<file path="src/rtl/encoder_rr_n.sv">
// Registered N-to-log2(N) priority encoder with valid/ready on both sides.
// Round-robin priority is enabled by defining ENCODER_RR_ROUND_ROBIN_EN; otherwise lowest index wins.
module encoder_rr_n #(
  parameter int unsigned WIDTH       = 32,
  parameter int unsigned IDX_W       = $clog2(WIDTH),
  parameter int unsigned DEFAULT_IDX = WIDTH - 1
) (
  input  logic             clk,
  input  logic             clr_n,
  input  logic [WIDTH-1:0] req,
  input  logic             in_valid,
  output logic             in_ready,
  output logic [IDX_W-1:0] out_idx,
  output logic [WIDTH-1:0] out_onehot,
  output logic             out_none,
  output logic             out_multi,
  output logic             out_valid,
  input  logic             out_ready
);

  logic             accept;
  logic [IDX_W-1:0] base;
  logic             win_found;
  logic [IDX_W-1:0] win_idx;
  logic             multi;
  int unsigned      scan_pos;

  logic             out_valid_d,  out_valid_q;
  logic [IDX_W-1:0] out_idx_d,    out_idx_q;
  logic [WIDTH-1:0] out_onehot_d, out_onehot_q;
  logic             out_none_d,   out_none_q;
  logic             out_multi_d,  out_multi_q;

  assign in_ready = !out_valid_q || out_ready;
  assign accept   = in_valid && in_ready;
  assign multi    = |(req & (req - WIDTH'(1)));

  // First set bit at or above base, wrapping at WIDTH-1 (not at 2^IDX_W).
  always_comb begin : win_search
    scan_pos  = 0;
    win_found = 1'b0;
    win_idx   = IDX_W'(DEFAULT_IDX);
    for (int unsigned i = 0; i < WIDTH; i++) begin
      scan_pos = 32'(base) + i;
      if (scan_pos >= WIDTH) scan_pos = scan_pos - WIDTH;
      if (!win_found && req[IDX_W'(scan_pos)]) begin
        win_found = 1'b1;
        win_idx   = IDX_W'(scan_pos);
      end
    end
  end

`ifdef ENCODER_RR_ROUND_ROBIN_EN
  logic [IDX_W-1:0] base_d, base_q;

  // Advance past the winner so persistent requesters rotate.
  always_comb begin : base_next
    base_d = base_q;
    if (accept && win_found) begin
      base_d = (32'(win_idx) == WIDTH - 1) ? '0 : win_idx + IDX_W'(1);
    end
  end

  always_ff @(posedge clk or negedge clr_n) begin : base_reg
    if (!clr_n) base_q <= '0;
    else        base_q <= base_d;
  end

  assign base = base_q;
`else
  assign base = '0;
`endif

  // Output register load on accept, drain on consume, hold on stall.
  always_comb begin : out_next
    out_valid_d  = out_valid_q;
    out_idx_d    = out_idx_q;
    out_onehot_d = out_onehot_q;
    out_none_d   = out_none_q;
    out_multi_d  = out_multi_q;
    if (accept) begin
      out_valid_d  = 1'b1;
      out_idx_d    = win_idx;
      out_onehot_d = win_found ? (WIDTH'(1) << win_idx) : '0;
      out_none_d   = !win_found;
      out_multi_d  = multi;
    end else if (out_ready) begin
      out_valid_d  = 1'b0;
    end
  end

  always_ff @(posedge clk or negedge clr_n) begin : out_reg
    if (!clr_n) begin
      out_valid_q  <= 1'b0;
      out_idx_q    <= IDX_W'(DEFAULT_IDX);
      out_onehot_q <= '0;
      out_none_q   <= 1'b0;
      out_multi_q  <= 1'b0;
    end else begin
      out_valid_q  <= out_valid_d;
      out_idx_q    <= out_idx_d;
      out_onehot_q <= out_onehot_d;
      out_none_q   <= out_none_d;
      out_multi_q  <= out_multi_d;
    end
  end

  assign out_valid  = out_valid_q;
  assign out_idx    = out_idx_q;
  assign out_onehot = out_onehot_q;
  assign out_none   = out_none_q;
  assign out_multi  = out_multi_q;

endmodule
</file>
<file path="config.mk">
export PLATFORM = sky130hd
export DESIGN_NAME = encoder_rr_n
export DESIGN_NICKNAME = d
export VERILOG_FILES = /design/src/rtl/encoder_rr_n.sv
export SDC_FILE = /design/constraint.sdc
export NUM_CORES = 1
export LEC_CHECK = 0
export ABC_AREA = 1
export CORE_MARGIN = 2
export CORE_UTILIZATION = 33
export CTS_BUF_LIST = sky130_fd_sc_hd__clkbuf_4
export DETAILED_ROUTE_END_ITERATION = 7
export DONT_BUFFER_PORTS = 1
export PLACE_DENSITY_LB_ADDON = 0.1
export SYNTH_ARGS = -nofsm -noshare
export SYNTH_HDL_FRONTEND = slang
export SYNTH_SLANG_ARGS = --single-unit
export TNS_END_PERCENT = 1
</file>
<file path="constraint.sdc">
create_clock -name clk -period 3.4 [get_ports clk]
set_input_delay 0.17 -clock clk [delete_from_list [all_inputs] [get_ports clk]]
set_output_delay 0.17 -clock clk [all_outputs]
set_load 0.01 [all_outputs]
</file>
-- Word level (Yosys, flattened, before mapping)
Index checks and enable logic that the tools add are counted.
- input port bits: 36
- bits in latches: 0
- bits in writable memories: 0
- memory bits (read-only): 0
- word-level logic and storage cells: 143
- register bits: 40
- memories kept: 0
- shifts and indexed selects: 1
- equal/unequal tests: 0
- add/subtract/negate cells: 1
- multiplexer cells: 67
- reduce and logical (&&, ||, !) cells: 68
- $lt $le $gt $ge: 0
- multiply operators: 0
- divide/modulo/power cells: 0
- bitwise operators: 1
- operators by type and width (kind ; count):
    5-bit 2-to-1 mux ; 32
    1-bit 2-to-1 mux ; 34
    1-bit logical NOT ; 33
    32-bit AND ; 1
    1-bit logical AND ; 32
    32-bit 2-to-1 mux ; 1
    32-bit OR reduction ; 1
    1-bit by 5-bit left shift with 32-bit output (first input constant) ; 1
    32-bit by 1-bit subtractor with 32-bit output (second input constant) ; 1
    2-bit nonzero test ; 1
    1-bit logical OR ; 1

-- Depth between registers and ports, before layout
- depth after elaboration: 96
- gate-level depth with buffers: 15
- gate-level depth less buffers: 15

-- Least setup slack after synthesis
OpenSTA, ideal clock, no wires.
- kind: reg2reg
- start: reg out_valid_q (netlist: out_valid)
- end: reg out_onehot_q[13] (netlist: out_onehot[13])
- period minus slack after synthesis: 1448 ps
- setup time: 110 ps
- data required time: 3290 ps
- setup slack: 1952 ps
- data arrival time: 1338 ps
- stages on the path, launching flop included: 7
- cells stage by stage: dfrtp_1 > nand2_1 > nand2_1 > clkbuf_1 > clkbuf_1 > nand2_1 > o41ai_1
- longest elaborated chain between the ends: 3
- RTL lines (item ; RTL line ; source):
    from (decl) ; 28 ; logic out_valid_d, out_valid_q;
    from (signal assigned) ; 100 ; out_valid_q <= out_valid_d;
    1-bit logical NOT ; 34 ; assign in_ready = !out_valid_q || out_ready;
    1-bit logical OR ; 34 ;
    net in_ready ; 12 ; output logic in_ready,
    1-bit logical AND ; 35 ; assign accept = in_valid && in_ready;
    to (signal assigned) ; 102 ; out_onehot_q <= out_onehot_d;
    to (decl) ; 30 ; logic [WIDTH-1:0] out_onehot_d, out_onehot_q;
The timed path passes the listed nets, and every way through them passes these cells.
A chain may end at the register's enable or synchronous reset.

-- Worst setup path after layout
- start: reg out_valid_q (netlist: out_valid)
- end: reg out_onehot_q[1] (netlist: out_onehot[1])
Same word-level chain as after synthesis.

==> impl_metrics.ini <==
[grt]
grt_pass1_wl_um = 12500
grt_use_met1_pct = 23.4
track_usage_pct = 18.5
grt_max_degree = 41
grtUsageMet3_pct = 4.77
busiest_layer = met2
antenna_found_initial = 0
grt.overflow.total = 0
grt_use_met2_pct = 31.6
first_global_vias = 2514

[setup_path]
rr_startpoint = out_valid
crit_path_start_kind = register
r2r-end = out_onehot[1]
crit_fanout = 25
cp_data_arrival_time_ns = 2.40
critPathKind = reg2reg
worstSetupEndpointType = register
rrSetupSlack_ns = 1.29
critPathRequiredTime_ns = 3.69
worst_r2r_path_depth = 5

[die]
pin_count = 77
die_w_um = 91.9
num_rows = 32
core-area_um2 = 7610
die_h_um = 91.9
die_area_um2 = 8450
start_util_pct = 33.6

[yosys]
synth_area_um2 = 2550
synth_area_leaders = dfrtp_1, nand2_1, nor2_1
async_flop_share_pct = 100
ys_seq_area_share_pct = 39.5
synth_common_cells = nand2_1, nor2_1, dfrtp_1
synth-edff-count = 0
synth_fp_nets = 390
synth-main-ff-cell = dfrtp_1
synth_cell_types = 30
synth_most_common_cell = nand2_1
avgSynthCellArea_um2 = 7.21
synthCells = 354
yosys_warnings = 0
synth_area_leader_cell = dfrtp_1
ys_ff_latch = 40
netlist.area_leader.share_pct = 34.3

[routing]
wl_um = 7430
drtAntennaViolNets = 0
avgViaCountPerCell = 4.95
vias = 2390
drcViolationCount = 0
avgRoutedWirePerCell_um = 15.4
first_iter_violations = 74
firstDrtPassIters = 4

[min_path]
hold_end = out_onehot[28]
min_path_type = in2reg
hold_path_depth = 3
holdCritStartpoint = req[27]

[sta]
finClkSkew_ns = 0.0274
hold_viol = 0
fin_setup_tns_ns = 0
setup_viol = 0
fin_crit_sh_pct = 62.2
rsz0062_at_grt = no
worst_pin_slew_ns = 0.412
period_needed_ns = 2.11
slew_viol_final = 0
max_freq_ghz = 0.473
relSlewSlack_pct = 72.5

[pwr]
p_clk_share_pct = 34.5
seq_power_share_pct = 51.9
p_int_mw = 0.699
combPwrFrac_pct = 13.6
switching_share_pct = 28.5
total_power_mw = 0.978
peakVddDrop_uv = 122
powerDensity_nw_per_um2 = 325
p_sw_mw = 0.279
p_leak_nw = 1.43

[cts]
clock_sinks = 40
numCtsBuffers = 5
htree_levels = 2
post_cts_resized = 0
root_buffer = clkbuf_4
path_clk_slew_ns = 0.13
insertion_delay_ns = 0.37
cts_max_path_buffers = 2
cts_tree = yes

[finish]
drive_gt1_share_pct = 14.2
instances_no_fill = 483
diodes = 0
utilization_pct = 39.6
nFillCells = 830
areaGrowthSynthToFinish_pct = 17.9
nNetsFinal = 416

[status]
status = completed

[placement]
place_hpwl_um = 5660
gp_congestion = 0.846
portBuffers = 0
dp_cells = 449

[flow_run]
drv_cap = 0
-- metal layers --
metal / wire (um) / part of all wire (%)
met1: 3320 / 45
met2: 3580 / 48
met3: 469 / 6.3
met4: 56 / 0.75
met5: 0 / 0
-- timing repair --
item,in CTS,in global routing
hold endpoints to repair,62,0
hold buffers,26,0
setup buffers,0,0
-- power by group through the flow --
stage	Sequential, mW	Clock [mW]	Combinational, mW
final	0.508	0.338	0.133
after global routing	0.509	0.376	0.152
after CTS	0.508	0.355	0.135
after detailed placement	0.517	0	0.0995
after global placement	0.517	0	0.0990
after floorplan	0.513	0	0.0802
-- flip-flops by register name (all words and copies together), names as in the netlist --
register	count
out_idx	5
out_onehot	32
out_valid	1
out_multi	1
out_none	1
-- placed cells by master (no fill, tap or decap), types with 2 or more instances in the layout --
master and count:
o41ai_1 3, nand2_2 8, nor2_8 2, nor2_4 8, nand2_1 106, o21ai_1 3, dlygate4sd3_1 25, dfstp_2 5
clkbuf_4 5, nor2_1 46, inv_1 31, o21ai_0 24, nor2_2 7, a21oi_1 6, o21ai_2 2, o211ai_1 3
nand2_4 5, nor3_1 3, nand3_1 19, o2111ai_1 2, buf_4 2, inv_2 4, o31ai_1 8, nand4_1 10
dfrtp_1 35
-- final cells by class --
class | instances | area (um2) | share of cell area (%)
Clock inverter | 3 | 46.3 | 1.54
Inverter | 36 | 136 | 4.53
Clock buffer | 5 | 37.5 | 1.25
Tap cell | 102 | 128 | 4.24
Multi-Input combinational cell | 269 | 1370 | 45.5
Sequential cell | 40 | 1010 | 33.5
Timing Repair Buffer | 28 | 285 | 9.48
-- cell families after synthesis --
kind of cell	share of synthesized area (%)
AOI/OAI and AO/OA	13.1
and+or+nand+nor	40.4
buffers and inverters	7.01
DFF	39.5
-- through the flow --
stage	hold WS (ns)	worst slack, ns	instance area (um2)
floorplan	-0.126	1.95	2550
global placement	-0.124	1.63	2660
detailed placement	-0.124	1.61	2660
CTS	0.00206	1.28	3010
global route	0.0147	1.13	3010
finish	0.0165	1.29	3010
-- worst max-delay path by stage --
stage | start | endpoint | cells past startpoint
finish | out_valid | out_onehot[1] | 5
global route | out_valid | out_onehot[5] | 6
CTS | out_valid | out_onehot[5] | 6
detailed placement | req[7] | out_multi | 12
global placement | req[0] | out_multi | 12
floorplan | out_valid | out_onehot[13] | 6
-- critical path, stage by stage (launching register included) --
cell	delay (ns)
dfrtp_1	0.43
nand2_1	0.18
nand2_2	0.28
buf_4	0.32
o31ai_1	0.25
dlygate4sd3_1	0.59
Note: power is estimated with default switching activity, not from simulation.
